===== src/rtl/uart_cmd_pkg.sv =====
// rtl/uart_cmd_pkg.sv - shared states, opcodes and response codes for the UART command parser
package uart_cmd_pkg;

  typedef enum logic [2:0] {
    IDLE     = 3'd0,
    GET_ADDR = 3'd1,
    GET_DATA = 3'd2,
    GET_CSUM = 3'd3,
    EXEC     = 3'd4,
    SEND     = 3'd5
  } state_e;

  localparam logic [7:0] OP_WRITE = 8'h57;
  localparam logic [7:0] OP_READ  = 8'h52;
  localparam logic [7:0] RSP_ACK  = 8'h4B;
  localparam logic [7:0] RSP_ERR  = 8'h45;

  // States in which the parser is willing to take a byte from the receiver.
  function automatic logic is_rx_state(input state_e s);
    return (s == IDLE) || (s == GET_ADDR) || (s == GET_DATA) || (s == GET_CSUM);
  endfunction

endpackage


===== src/rtl/uart_cmd_timeout.sv =====
// rtl/uart_cmd_timeout.sv - inter-byte inactivity counter; restarts on clear, expires after TIMEOUT_CYCLES idle clocks
module uart_cmd_timeout #(
  parameter int TIMEOUT_CYCLES = 8680
) (
  input  logic clk,
  input  logic reset_n,
  input  logic run,
  input  logic clear,
  output logic expired
);

  localparam int CNT_W = (TIMEOUT_CYCLES > 2) ? $clog2(TIMEOUT_CYCLES) : 1;
  localparam logic [CNT_W-1:0] LAST = CNT_W'(TIMEOUT_CYCLES - 1);

  logic [CNT_W-1:0] count;

  always_ff @(posedge clk or negedge reset_n) begin
    if (!reset_n) begin
      count <= '0;
    end else if (clear || !run) begin
      count <= '0;
    end else if (count != LAST) begin
      count <= count + 1'b1;
    end
  end

  // An arriving byte in the final cycle still wins over the timeout.
  assign expired = run && !clear && (count == LAST);

endmodule


===== src/rtl/uart_cmd_parser.sv =====
// rtl/uart_cmd_parser.sv - UART byte-stream read/write command engine; optional trailing XOR checksum under UART_CMD_CHECKSUM_EN
module uart_cmd_parser
  import uart_cmd_pkg::*;
#(
  parameter int DATA_WIDTH     = 8,
  parameter int ADDR_WIDTH     = 8,
  parameter int TIMEOUT_CYCLES = 8680
) (
  input  logic                  clk,
  input  logic                  reset_n,
  input  logic [DATA_WIDTH-1:0] rx_data,
  input  logic                  rx_valid,
  output logic                  rx_ready,
  output logic [DATA_WIDTH-1:0] tx_data,
  output logic                  tx_valid,
  input  logic                  tx_ready,
  output logic [ADDR_WIDTH-1:0] reg_addr,
  output logic [DATA_WIDTH-1:0] reg_wdata,
  output logic                  reg_we,
  input  logic [DATA_WIDTH-1:0] reg_rdata,
  output logic                  frame_err
);

  state_e state, state_next;
  logic   op_write;
  logic   rx_fire, tx_fire;
  logic   in_frame, expired;
  logic   opcode_ok;
`ifdef UART_CMD_CHECKSUM_EN
  logic [DATA_WIDTH-1:0] csum;
`endif

  assign rx_fire   = rx_valid && rx_ready;
  assign tx_fire   = tx_valid && tx_ready;
  assign in_frame  = (state == GET_ADDR) || (state == GET_DATA) || (state == GET_CSUM);
  assign opcode_ok = (rx_data == DATA_WIDTH'(OP_WRITE)) || (rx_data == DATA_WIDTH'(OP_READ));

  uart_cmd_timeout #(
    .TIMEOUT_CYCLES(TIMEOUT_CYCLES)
  ) u_timeout (
    .clk     (clk),
    .reset_n (reset_n),
    .run     (in_frame),
    .clear   (rx_fire),
    .expired (expired)
  );

  always_comb begin
    state_next = state;
    case (state)
      IDLE: begin
        if (rx_fire) state_next = opcode_ok ? GET_ADDR : SEND;
      end
      GET_ADDR: begin
        if (rx_fire) begin
`ifdef UART_CMD_CHECKSUM_EN
          state_next = op_write ? GET_DATA : GET_CSUM;
`else
          state_next = op_write ? GET_DATA : EXEC;
`endif
        end else if (expired) begin
          state_next = IDLE;
        end
      end
      GET_DATA: begin
        if (rx_fire) begin
`ifdef UART_CMD_CHECKSUM_EN
          state_next = GET_CSUM;
`else
          state_next = EXEC;
`endif
        end else if (expired) begin
          state_next = IDLE;
        end
      end
`ifdef UART_CMD_CHECKSUM_EN
      GET_CSUM: begin
        if (rx_fire)      state_next = (rx_data == csum) ? EXEC : SEND;
        else if (expired) state_next = IDLE;
      end
`endif
      EXEC:    state_next = SEND;
      SEND: begin
        if (tx_fire) state_next = IDLE;
      end
      default: state_next = IDLE;
    endcase
  end

  // rx_ready is registered from the next state so it never follows rx_valid.
  always_ff @(posedge clk or negedge reset_n) begin
    if (!reset_n) begin
      state     <= IDLE;
      rx_ready  <= 1'b0;
      tx_data   <= '0;
      tx_valid  <= 1'b0;
      reg_addr  <= '0;
      reg_wdata <= '0;
      reg_we    <= 1'b0;
      frame_err <= 1'b0;
      op_write  <= 1'b0;
`ifdef UART_CMD_CHECKSUM_EN
      csum      <= '0;
`endif
    end else begin
      state     <= state_next;
      rx_ready  <= is_rx_state(state_next);
      reg_we    <= (state_next == EXEC) && op_write;
      frame_err <= 1'b0;

      case (state)
        IDLE: begin
          if (rx_fire) begin
            op_write <= (rx_data == DATA_WIDTH'(OP_WRITE));
`ifdef UART_CMD_CHECKSUM_EN
            csum     <= rx_data;
`endif
            if (!opcode_ok) begin
              tx_data   <= DATA_WIDTH'(RSP_ERR);
              tx_valid  <= 1'b1;
              frame_err <= 1'b1;
            end
          end
        end
        GET_ADDR, GET_DATA: begin
          if (rx_fire) begin
            if (state == GET_ADDR) reg_addr  <= rx_data[ADDR_WIDTH-1:0];
            else                   reg_wdata <= rx_data;
`ifdef UART_CMD_CHECKSUM_EN
            csum <= csum ^ rx_data;
`endif
          end else if (expired) begin
            frame_err <= 1'b1;
          end
        end
`ifdef UART_CMD_CHECKSUM_EN
        GET_CSUM: begin
          if (rx_fire) begin
            if (rx_data != csum) begin
              tx_data   <= DATA_WIDTH'(RSP_ERR);
              tx_valid  <= 1'b1;
              frame_err <= 1'b1;
            end
          end else if (expired) begin
            frame_err <= 1'b1;
          end
        end
`endif
        EXEC: begin
          tx_data  <= op_write ? DATA_WIDTH'(RSP_ACK) : reg_rdata;
          tx_valid <= 1'b1;
        end
        SEND: begin
          if (tx_fire) tx_valid <= 1'b0;
        end
        default: ;
      endcase
    end
  end

endmodule


===== config.mk =====
export PLATFORM = sky130hd
export DESIGN_NAME = uart_cmd_parser
export DESIGN_NICKNAME = d
export VERILOG_FILES = /design/src/rtl/uart_cmd_pkg.sv /design/src/rtl/uart_cmd_timeout.sv /design/src/rtl/uart_cmd_parser.sv
export SDC_FILE = /design/constraint.sdc
export NUM_CORES = 1
export LEC_CHECK = 0
export ABC_AREA = 1
export ABC_CLOCK_PERIOD_IN_PS = 1300
export CORE_ASPECT_RATIO = 0.75
export CORE_MARGIN = 3
export CORE_UTILIZATION = 45
export DETAILED_ROUTE_END_ITERATION = 8
export PLACE_DENSITY = 0.75
export SLEW_MARGIN = 20
export SYNTH_ARGS = -nofsm -noshare
export SYNTH_HDL_FRONTEND = slang
export SYNTH_SLANG_ARGS = --single-unit

===== constraint.sdc =====
create_clock -name clk -period 1.3 [get_ports clk]
set_input_delay 0.39 -clock clk [delete_from_list [all_inputs] [get_ports clk]]
set_output_delay 0.39 -clock clk [all_outputs]
set_load 0.05 [all_outputs]

== After elaboration in Yosys (flattened, before gate mapping) ==
Index checks and enable logic that the tools add are counted.
Widths: inputs -> output; s select.

* Register bits after elaboration: 46
* Logic and storage cells: 76
* Input port bits: 20
* Output and inout bits: 28

* Reductions and logical operators: 25
* Equal/unequal tests: 16
* Add/subtract/negate cells: 1
* Bitwise gates (word level): 1
* Multiplexer cells: 23

{| class="wikitable"
|+ Operator list
! kind !! number
|-
| $mux 14 || 2
|-
| $mux 8 || 3
|-
| $mux 3 || 7
|-
| $eq 8x7->1 const B || 2
|-
| $pmux 8 s2 || 1
|-
| $pmux 3 s5 || 1
|-
| $add 14x1->14 const B || 1
|-
| $eq 14x14->1 const B || 1
|-
| $ne 14x14->1 const B || 1
|-
| $eq 3x2->1 const B || 4
|-
| $eq 3x3->1 const B || 3
|-
| $reduce_and 3->1 || 3
|-
| $logic_or 1x1->1 || 7
|-
| $mux 1 || 7
|-
| $eq 3x1->1 const B || 2
|-
| $logic_not 3->1 || 2
|-
| $logic_and 1x1->1 || 5
|-
| $ne 2x2->1 const B || 2
|-
| $reduce_and 4->1 || 1
|-
| $reduce_bool 2->1 || 2
|-
| $pmux 1 s3 || 1
|-
| $reduce_bool 3->1 || 1
|-
| $logic_not 1->1 || 2
|-
| $ne 2x1->1 const B || 1
|-
| 4 further kinds || 4
|}

== Depth between registers and ports, before layout ==
Gate-level depths: netlist of run 1.

* Depth after elaboration: 12
* Gate-level depth with buffers: 9
* Gate-level depth less buffers: 9

== Modules after synthesis ==
From an unflattened synthesis of run 1, not the netlist that was laid out.

* Cell total of the unflattened synthesis: 283
* Area total of the unflattened synthesis: 2343.5 um^2

{| class="wikitable"
|+ By module, submodules not included
! module !! times used !! area an instance (um^2) !! cells an instance !! sequential area each (um^2)
|-
| uart_cmd_parser || 1 || 1495.2 || 165 || 800.8
|-
| uart_cmd_timeout || 1 || 848.3 || 118 || 350.3
|}

== Worst setup path after synthesis of run 1 ==
Ideal clock, no wire load.

* Path kind: register to register
* Start: register rx_ready
* End: register reg_wdata[5]
* Library setup time: 0.127 ns
* Stages on the path, launching flop included: 7
* Data arrival time: 1.348 ns
* Path slack: -0.175 ns
* Path buffers: 1
* Required time: 1.173 ns
* Period minus slack after synthesis: 1.475 ns
* Cells stage by stage: dfrtp_1 -> nand2_1 -> nor2_1 -> inv_2 -> buf_6 -> nand2_1 -> o21ai_0

* Cells in the longest elaborated chain, start to end: 2

{| class="wikitable"
|+ RTL lines
! what !! RTL line !! text
|-
| from (decl) || uart_cmd_parser.sv:13 || <nowiki>output logic rx_ready,</nowiki>
|-
| from (signal assigned) || uart_cmd_parser.sv:107 || <nowiki>rx_ready <= is_rx_state(state_next);</nowiki>
|-
| $logic_and 1x1->1 || uart_cmd_parser.sv:33 || <nowiki>assign rx_fire = rx_valid && rx_ready;</nowiki>
|-
| $reduce_and 3->1 (no line) || - ||
|-
| to (signal assigned) || uart_cmd_parser.sv:128 || <nowiki>else reg_wdata <= rx_data;</nowiki>
|-
| to (decl) || uart_cmd_parser.sv:18 || <nowiki>output logic [DATA_WIDTH-1:0] reg_wdata,</nowiki>
|}

Every way passes these cells.
A chain may end at the register's enable or synchronous reset.

== Worst setup path in the final report of run 1 ==
* Start: register state[1]
* End: register op_write

* Cells in the longest elaborated chain, start to end: 2

{| class="wikitable"
|+ RTL lines
! what !! RTL line !! text
|-
| from (decl) || uart_cmd_parser.sv:24 || <nowiki>state_e state, state_next;</nowiki>
|-
| from (signal assigned) || uart_cmd_parser.sv:106 || <nowiki>state <= state_next;</nowiki>
|-
| $logic_not 3->1 || uart_cmd_parser.sv:111 || <nowiki>case (state)</nowiki>
|-
| $reduce_and 2->1 (no line) || - ||
|-
| to (signal assigned) || uart_cmd_parser.sv:114 || <nowiki>op_write <= (rx_data == DATA_WIDTH'(OP_WRITE));</nowiki>
|-
| to (decl) || uart_cmd_parser.sv:25 || <nowiki>logic op_write;</nowiki>
|}

Every way passes these cells.

==> qor.txt, run 1 <==
Initial Util - 0.4835
Global routing's busiest layer - met2
Final worst slack - -0.1696 ns
FF-to-FF Start - state[1]
Critical path startpoint category - register
Main combinational cell family by area after synthesis - simple AND/OR/NAND/NOR gates
IO buf count - 47
Max-cap check violation count - 0
Full die area - 5829 um^2
Vias in the first global route - 2266
Post-detail-place hpwl - 4395 um
GRT met3 Usage - 0.06551
Root Buffer - clkbuf_8
Cts hold-fix bufs - 0
GP Congestion - 0.9117
Pin count of the biggest net entering global routing - 47
Fraction of layout cells with a size suffix above 1 - 0.4212
Least-Margin Pin Slew - 0.2737 ns
Filler cells - 232
Setup TNS - -2.158 ns
Post-synthesis adder-cell area fraction - 0.005627
DRC - 0
Max Clk Rate - 0.6805 GHz
Met2 Track Usage GR - 0.3693
CTS tree - built
Count of cell types in the netlist - 20
Mapped Area - 2223 um^2
RSZ-0062 raised after global routing - true
FF/Latch Area - 1160 um^2
Final Hold Viols - 0
ANT cells - 0
Yosys top cell by area - dfrtp_1
CTS max path bufs - 2
Mux share of post-synthesis cell area - 0
Outcome - complete, but fails checks
Data arrival, critical path - 1.70 ns
Post-synthesis area per instance - 7.801 um^2
CTS buffer count - 5
VDD IR max - 1.741 mV
Worst hold-check path type - input port to async pin
Syn Nets - 306
Drt first pass iters - 8
# rows - 21
P per Cell Area - 2154 nW/um^2
Reg clk slew, reported paths - 0.10 ns
Final Skew - 0.009043 ns
H-Tree Depth - 2
Footprint of the multi-input gates - 1165 um^2
Type of the worst setup path - register to register
Clock Latency Late Sink - 0.31 ns
Simple-gate share of the synthesized area - 0.3112
Synth warn - 0
Crit path from - state[1]
Tcrit/Tclk final - 1.130
Compound-Gate Fraction of Synth Area - 0.09004
Global-route wire length before repair - 10460 um
Seq/Total Area, Yosys - 0.5177
Met1 usage in global routing - 0.3093
Nets - 407
Initial antenna violation count - 0
Non-filler instance count after layout - 444
Synth top area share - 0.5177
Num Clock Sinks - 46
Total congestion overflow - 0
Power Total - 8.230 mW
Worst slew margin - 0.8169
Xor/xnor share of the synthesized area - 0.003939
Placed cells - 418
Failing checks - negative setup slack
Count of final setup violators - 32
Period minus WS final - 1.470 ns
DR iter-0 viols - 276
Die Y - 66.88 um
Critical Path RT - 1.53 ns
All-layer global routing usage - 0.2339
Final slew viol count - 0
Wire per inst - 18.36 um
CORE AREA - 4598 um^2
Post-DRT Antenna Nets - 0
Post-Route WL - 8151 um
Seq cells post-synth - 46
Routed vias - 2534
Critical Path Sink Type - register
Post-DR vias/cell - 5.707
Io pins - 48
Worst-path fanout max - 5
Leakage Power - 1.799 nW
DIE WIDTH - 87.17 um
Top post-synthesis cells by area - dfrtp_1, nand2_1, nand3_1
Synthesis-to-layout area growth - 71.81%
Syn Inst Count - 285
==> cell usage in the layout (no fill, tap or decap), types with 5 or more instances in the layout <==
cell type / instances
inv_1: 18
nand3_2: 7
nand3_1: 18
o21ai_0: 12
inv_2: 11
buf_6: 13
nor2_4: 8
nand4_1: 8
clkbuf_8: 5
nor2_1: 22
nand2_1: 69
dfrtp_2: 7
clkdlybuf4s50_1: 9
a21oi_1: 8
dlygate4sd2_1: 6
nor2_2: 8
nand2_2: 13
buf_12: 29
buf_4: 35
o21ai_1: 9
dfrtp_1: 39
==> kinds of logic after synthesis <==
family	Yosys count
compound gates	38
xor+xnor	1
fa+ha+maj	1
buf+inv	36
flops	46
simple gates	163
==> repair_timing <==
action / CTS / global route
buffers inserted: 6 / 10
resized for setup: 31 / 82
pin swaps: 8 / 25
cloned: 1 / 1
setup endpoints to repair: 47 / 58
==> where the power goes <==
group	total, mW	leakage (nW)	internal, mW	switching [mW]
logic	4.77	1.14	2.17	2.60
registers	2.36	0.597	1.84	0.521
clock network	1.10	0.0579	0.567	0.537
total	8.23	1.80	4.58	3.65
==> flip-flops by register name (all words and copies together), names as in the netlist <==
signal	count
u_timeout.count	14
tx_data	8
state	3
tx_valid	1
reg_we	1
reg_addr	8
frame_err	1
op_write	1
reg_wdata	8
rx_ready	1
==> metal layers <==
metal  vias to the layer above  share of wire
li1                       1124              -
met1                      1186           0.37
met2                       176           0.48
met3                        48          0.099
met4                         0          0.050
met5                         -              0
==> synthesized netlist by cell type <==
| master | number |
|---|---|
| nand4_1 | 8 |
| o21ai_2 | 2 |
| o21ai_0 | 21 |
| nand3_1 | 27 |
| nand2_1 | 85 |
| inv_1 | 29 |
| inv_2 | 3 |
| nor2_2 | 3 |
| nor2_1 | 35 |
| o21ai_1 | 3 |
| nor3_4 | 1 |
| xnor2_1 | 1 |
| ha_1 | 1 |
| buf_6 | 3 |
| dfrtp_1 | 46 |
| nor3_1 | 3 |
| nand2_2 | 1 |
| o21bai_1 | 1 |
| buf_2 | 1 |
| a21oi_1 | 11 |
==> worst max-delay path: stages (launching register included) <==
cell and delay (ns):
dfrtp_2 0.50, nor2_4 0.21, nand2_1 0.13, nor2_2 0.20
buf_4 0.17, nand3_1 0.07, o21ai_0 0.09
==> through the flow <==
step                      area, um^2  hold slack (ns)  setup slack, ns    util
after floorplan                 2235          0.09441         0.009610       -
after global placement          3273           0.3886          -0.4096  0.7118
after detailed placement        3273           0.3911          -0.4570  0.7118
after CTS                       3495          0.05319         -0.09962  0.7600
after global routing            3820          0.05380          -0.1921  0.8307
final                           3820          0.02831          -0.1696  0.8307
==> final timing paths <==
| kind | slack, ns | endpoint | depth (start not counted) |
|---|---|---|---|
| min | 0.03 | tx_data[0] | 2 |
| max reg2reg | -0.17 | op_write | 6 |
| min reg2reg | 0.54 | u_timeout.count[6] | 1 |
| max in group asynchronous | 1.02 | u_timeout.count[3] | 2 |
| max | -0.17 | op_write | 6 |
| min in group clk | 0.40 | reg_addr[4] | 3 |
==> area by class of cell <==
type | instances | share of cell area
repair buffers | 97 | 0.3089
multi-input cells | 203 | 0.3049
flip-flops and latches | 46 | 0.3036
inverters | 32 | 0.03341
well taps | 57 | 0.01867
clock buffers | 5 | 0.01802
clock inverters | 3 | 0.01048
repair inverters | 1 | 0.001965
Power figures use the tool's default switching activity.
==> run 2, diff against run 1 <==
- ABC_CLOCK_PERIOD_IN_PS: 1300 -> unset
- SETUP_SLACK_MARGIN: unset -> 0.05
==> qor.txt, run 2 (same netlist as run 1, synthesis figures left out) <==
FF-to-FF End - tx_data[5]
Post-DR vias/cell - 5.574 (-2.3%)
Least-Margin Pin Slew - 0.3673 ns (+0.09360 ns)
Vias in the first global route - 2146 (-5.3%)
Worst slew margin - 0.7551 (-0.06181)
Final worst slack - -0.04202 ns (+0.1276 ns)
Comb power frac - 0.564 (-0.015)
Nets - 404 (-0.74%)
GRT met3 Usage - 0.06428 (-0.001236)
Clock share of power - 0.158 (+0.024)
VDD IR max - 1.738 mV (-0.17%)
Met2 Track Usage GR - 0.3390 (-0.03030)
CP max stage delay - 0.51 ns (about the same)
Period minus WS final - 1.342 ns (-0.1276 ns)
Slowest CP cell - dfrtp_2
Post-detail-place hpwl - 4315 um (-1.8%)
Full die area - 5829 um^2 (unchanged)
Critical path startpoint category - register
FF/Latch Area - 1160 um^2 (unchanged)
IO buf count - 47 (unchanged)
Initial Util - 0.4835 (unchanged)
RSZ-0062 raised after global routing - true
Instance area at placement - 3246 um^2 (-0.84%)
Initial antenna violation count - 0 (unchanged)
Commonest non-fill, non-tap cell in the layout - nand2_1
P_int - 4.854 mW (+6.1%)
Sw frac - 0.4257 (-0.01835)
Final Skew - 0.007013 ns (-0.002030 ns)
Hold Path Cell Cnt - 3
Post-Route WL - 7469 um (-8.4%)
Largest Register - u_timeout.count
FF-to-FF Start - state[0]
Max-cap check violation count - 0 (unchanged)
Critical Path Sink Type - register
WHS Endpoint - reg_wdata[4]
Most frequent cells in the layout - nand2_1, dfrtp_1, buf_4, buf_12, nor2_1
Largest register FFs - 14 (unchanged)
CTS buffer count - 5 (unchanged)
Global routing's busiest layer - met2
Min-delay src - rx_data[4]
Count of final setup violators - 11 (-66%)
Max Clk Rate - 0.7451 GHz (+9.5%)
Synthesis-to-layout area growth - 69.39%
Data arrival, critical path - 1.59 ns (-0.11 ns)
Outcome - complete, but fails checks
Filler cells - 230 (-0.86%)
Worst hold-check path type - input port to register
Psw - 3.597 mW (-1.6%)
Clock Latency Late Sink - 0.30 ns (about the same)
Footprint of the multi-input gates - 1106 um^2 (-5.0%)
Sequential power share - 0.279 (-0.007)
GP Congestion - 0.9505 (+4.3%)
Drt first pass iters - 5 (-3)
All-layer global routing usage - 0.2224 (-0.01146)
DRC - 0 (unchanged)
Leakage Power - 1.758 nW (-2.3%)
Routed vias - 2458 (-3.0%)
Final slew viol count - 0 (unchanged)
Hold Slack - 0.4946 ns (+0.4663 ns)
Met1 usage in global routing - 0.3001 (-0.009240)
Fraction of layout cells with a size suffix above 1 - 0.3724 (-0.04879)
ANT cells - 0 (unchanged)
Design Area, Final - 3766 um^2 (-1.4%)
Io pins - 48 (unchanged)
P per Cell Area - 2244 nW/um^2 (+4.2%)
H-Tree Depth - 2 (unchanged)
Pin count of the biggest net entering global routing - 20 (-57%)
Reg2Reg Depth - 6 (unchanged)
Die Y - 66.88 um (unchanged)
Num Clock Sinks - 46 (unchanged)
Worst-path fanout max - 10 (+5)
Failing checks - negative setup slack
CTS tree - built
DR iter-0 viols - 248 (-10%)
# rows - 21 (unchanged)
Total congestion overflow - 0 (unchanged)
Critical path, cell by cell - nor2_4 > nand2_2 > buf_6 > nor2_4 > nand2_1 > nand2_1
Critical Path RT - 1.54 ns (about the same)
CTS max path bufs - 2 (unchanged)
Dpl ws - -0.3911 ns (+0.06588 ns)
Final Hold Viols - 0 (unchanged)
Type of the worst setup path - register to register
DIE WIDTH - 87.17 um (unchanged)
Global-route wire length before repair - 9908 um (-5.3%)
Root Buffer - clkbuf_8
Reg clk slew, reported paths - 0.09 ns (about the same)
Wire per inst - 16.94 um (-7.7%)
CORE AREA - 4598 um^2 (unchanged)
R2r setup slk - -0.04 ns (+0.13 ns)
Post-DRT Antenna Nets - 0 (unchanged)
Tcrit/Tclk final - 1.032 (-0.09815)
-- run 2: cell types whose count changed in the layout (fill, tap and decap cells not counted), moves of 4 or more --
cell     change
nand2_1      +7
inv_2        -6
buf_6        -6
inv_1        +4
nand2_2      -4
nor2_1       +4
-- run 2: cell type report --
| type | count | area share |
|---|---|---|
| clock inverters | 2 | 0.01595 |
| multi-input cells | 203 | 0.2937 |
| flip-flops and latches | 46 | 0.3080 |
| clock buffers | 6 | 0.02193 |
| repair buffers | 95 | 0.3050 |
| well taps | 57 | 0.01894 |
| inverters | 32 | 0.03654 |
-- run 2: per-layer routing --
metal,share of wire,up-vias,wire [um]
met1,0.41,1140,3044
met4,0.041,0,304
met3,0.094,42,704
li1,-,1108,-
met2,0.46,168,3416
met5,0,-,0
-- run 2: worst max path at each step --
stage                        from                   to  slack (ns)  cells after the start
4_1_cts                  rx_ready             rx_ready      -0.005                      1
3_3_place_gp           rx_data[6]             tx_valid       -0.36                     10
5_1_grt        u_timeout.count[1]  u_timeout.count[12]       -0.12                      7
2_1_floorplan            rx_ready   u_timeout.count[0]        0.05                      6
6_report                 state[0]           tx_data[5]       -0.04                      6
3_5_place_dp           rx_data[1]           tx_data[2]       -0.39                     10
-- run 2: worst max-delay path, delay by kind of cell, from the launching register on --
kind / cells / cell delay, ns
simple gates: 5 / 0.61
flops: 1 / 0.51
buf+inv: 1 / 0.16
-- run 2: power groups by stage --
stage                     combinational, mW  clock, mW  sequential, mW
final                                  4.76       1.33            2.36
after global routing                   5.00       1.38            2.39
after CTS                              4.36       1.33            2.32
after detailed placement               4.00          0            2.32
after global placement                 3.94          0            2.32
after floorplan                        1.02          0            3.25
-- run 2: timing repair --
| item | in CTS | in global routing |
|---|---|---|
| hold buffers | 1 | 0 |
| resized for setup | 40 | 42 |
| pin swaps | 18 | 16 |
| buffers inserted | 13 | 8 |
| endpoints found under the hold margin | 11 | 0 |
| endpoints found under the setup margin | 71 | 74 |
-- run 2: metrics by stage --
step,std cells,TNS [ns],power (mW),utilization
6_report,441,-0.1425,8.451,0.8190
3_5_place_dp,411,-14.54,6.323,0.7059
5_1_grt,441,-1.138,8.763,0.8190
2_1_floorplan,285,0,4.274,-
3_3_place_gp,411,-13.24,6.255,0.7059
4_1_cts,433,-0.004709,8.004,0.7790
==> run 3, diff against run 2 <==
- SETUP_SLACK_MARGIN: 0.05 -> 0.3
==> qor.txt, run 3 (same netlist as run 1, synthesis figures left out) <==
Worst slew margin - 0.6741 (-0.08103)
Clock Latency Late Sink - 0.32 ns (+0.02 ns)
RSZ-0062 raised after global routing - true
Worst-path fanout max - 4 (-6)
P per Cell Area - 2231 nW/um^2 (-0.58%)
Num Clock Sinks - 46 (unchanged)
Instance area at placement - 3257 um^2 (+0.35%)
Commonest non-fill, non-tap cell in the layout - nand2_1
GP Congestion - 0.8921 (-6.1%)
CORE AREA - 4598 um^2 (unchanged)
Final worst slack - -0.3729 ns (-0.3309 ns)
Most frequent cells in the layout - nand2_1, buf_4, dfrtp_1, buf_12, nor2_1
Largest register FFs - 14 (unchanged)
Wire per inst - 22.03 um (+30%)
Nets - 436 (+7.9%)
Period minus WS final - 1.673 ns (+0.3309 ns)
All-layer global routing usage - 0.2677 (+0.04530)
Critical Path Sink Type - register
Placed cells - 414 (+0.73%)
CTS max path bufs - 2 (unchanged)
VDD IR max - 1.979 mV (+14%)
Post-detail-place hpwl - 4169 um (-3.4%)
Routed vias - 2932 (+19%)
Global-route wire length before repair - 11910 um (+20%)
Final slew viol count - 0 (unchanged)
Pin count of the biggest net entering global routing - 37 (+85%)
Drt first pass iters - 6 (+1)
Largest Register - u_timeout.count
Outcome - complete, but fails checks
DR iter-0 viols - 401 (+62%)
Post-DR vias/cell - 6.199 (+11%)
Leakage Power - 1.934 nW (+10%)
Synthesis-to-layout area growth - 84.69%
Data arrival, critical path - 1.91 ns (+0.32 ns)
Full die area - 5829 um^2 (unchanged)
Final Skew - 0.01136 ns (+0.004345 ns)
Initial Util - 0.4835 (unchanged)
H-Tree Depth - 2 (unchanged)
Fin util - 0.8931 (+0.07401)
Io pins - 48 (unchanged)
Least-Margin Pin Slew - 0.4889 ns (+0.1215 ns)
Vias in the first global route - 2497 (+16%)
Count of final setup violators - 54 (+43)
CTS tree - built
# rows - 21 (unchanged)
Post-DRT Antenna Nets - 0 (unchanged)
Tcrit/Tclk final - 1.287 (+0.2545)
Hold Slack - 0.04393 ns (-0.4507 ns)
Design Area, Final - 4106 um^2 (+9.0%)
DRC - 0 (unchanged)
Initial antenna violation count - 0 (unchanged)
Final Hold Viols - 0 (unchanged)
Non-filler instance count after layout - 473 (+7.3%)
Critical Path RT - 1.53 ns (about the same)
Setup TNS - -4.730 ns (-4.588 ns)
Fraction of layout cells with a size suffix above 1 - 0.4688 (+0.09635)
Power Total - 9.162 mW (+8.4%)
IO buf count - 47 (unchanged)
Type of the worst setup path - register to register
Max-cap check violation count - 0 (unchanged)
Worst hold-check path type - input port to async pin
Reg2Reg Depth - 7 (+1)
Post-Route WL - 10420 um (+40%)
Failing checks - negative setup slack
Max Clk Rate - 0.5978 GHz (-20%)
CTS buffer count - 5 (unchanged)
ANT cells - 0 (unchanged)
Critical path startpoint category - register
Die Y - 66.88 um (unchanged)
DIE WIDTH - 87.17 um (unchanged)
Reg clk slew, reported paths - 0.10 ns (about the same)
Root Buffer - clkbuf_8
Total congestion overflow - 0 (unchanged)
Dpl ws - -0.4134 ns (-0.02231 ns)
==> run 3: cell types whose count changed in the layout (fill, tap and decap cells not counted), sizes merged <==
| cell | previous run | this run |
|---|---|---|
| dlymetal6s4s | 0 | 1 |
| clkbuf | 6 | 7 |
| buf | 76 | 106 |
| clkinv | 0 | 4 |
| dlygate4sd3 | 1 | 0 |
| clkdlybuf4s15 | 0 | 1 |
| inv | 32 | 31 |
| bufinv | 2 | 0 |
| dlygate4sd2 | 9 | 8 |
==> run 3: what timing repair did <==
item,CTS,global route
setup endpoints to repair,74,74
hold buffers,1,0
buffers inserted,29,19
pin swaps,16,14
gates cloned,1,1
resized for setup,75,55
hold endpoints to repair,10,0
==> run 3: area by class of cell <==
| class | count | area, um^2 |
|---|---|---|
| Multi-Input combinational cell | 203 | 1222 |
| Timing Repair inverter | 2 | 15.01 |
| Clock buffer | 7 | 86.33 |
| Fill cell | 172 | 491.7 |
| Sequential cell | 46 | 1160 |
| Clock inverter | 1 | 5.005 |
| Tap cell | 57 | 71.32 |
| Inverter | 32 | 137.6 |
| Timing Repair Buffer | 125 | 1409 |
==> run 3: path summary, 6_finish.rpt <==
| check | from | to | slack (ns) |
|---|---|---|---|
| min in group clk | rx_data[4] | reg_wdata[4] | 0.51 |
| hold / removal | reset_n | reg_we | 0.04 |
| hold reg to reg | u_timeout.count[6] | u_timeout.count[6] | 0.55 |
| max in group asynchronous | reset_n | reg_wdata[4] | 0.72 |
| setup reg to reg | u_timeout.count[6] | u_timeout.count[13] | -0.37 |
| setup / recovery | u_timeout.count[6] | u_timeout.count[13] | -0.37 |
==> run 3: worst max-delay path: stages, from the launching register on <==
cell and delay, ns:
dfrtp_1 0.43, buf_4 0.16, nand2_1 0.08, nor2_1 0.17, nand3_1 0.13, o21bai_1 0.34
nand2_1 0.14, nor2_2 0.14
==> run 3: layer usage <==
metal	global-route usage	part of all wire
met1	0.3357	0.34
met3	0.07046	0.11
met4	0.09387	0.095
met2	0.4479	0.46
met5	0	0
==> run 3: where the power goes <==
part	leakage [nW]	switching [mW]	internal [mW]
registers	0.598	0.514	1.84
logic	1.29	3.11	2.73
clock network	0.0482	0.533	0.431
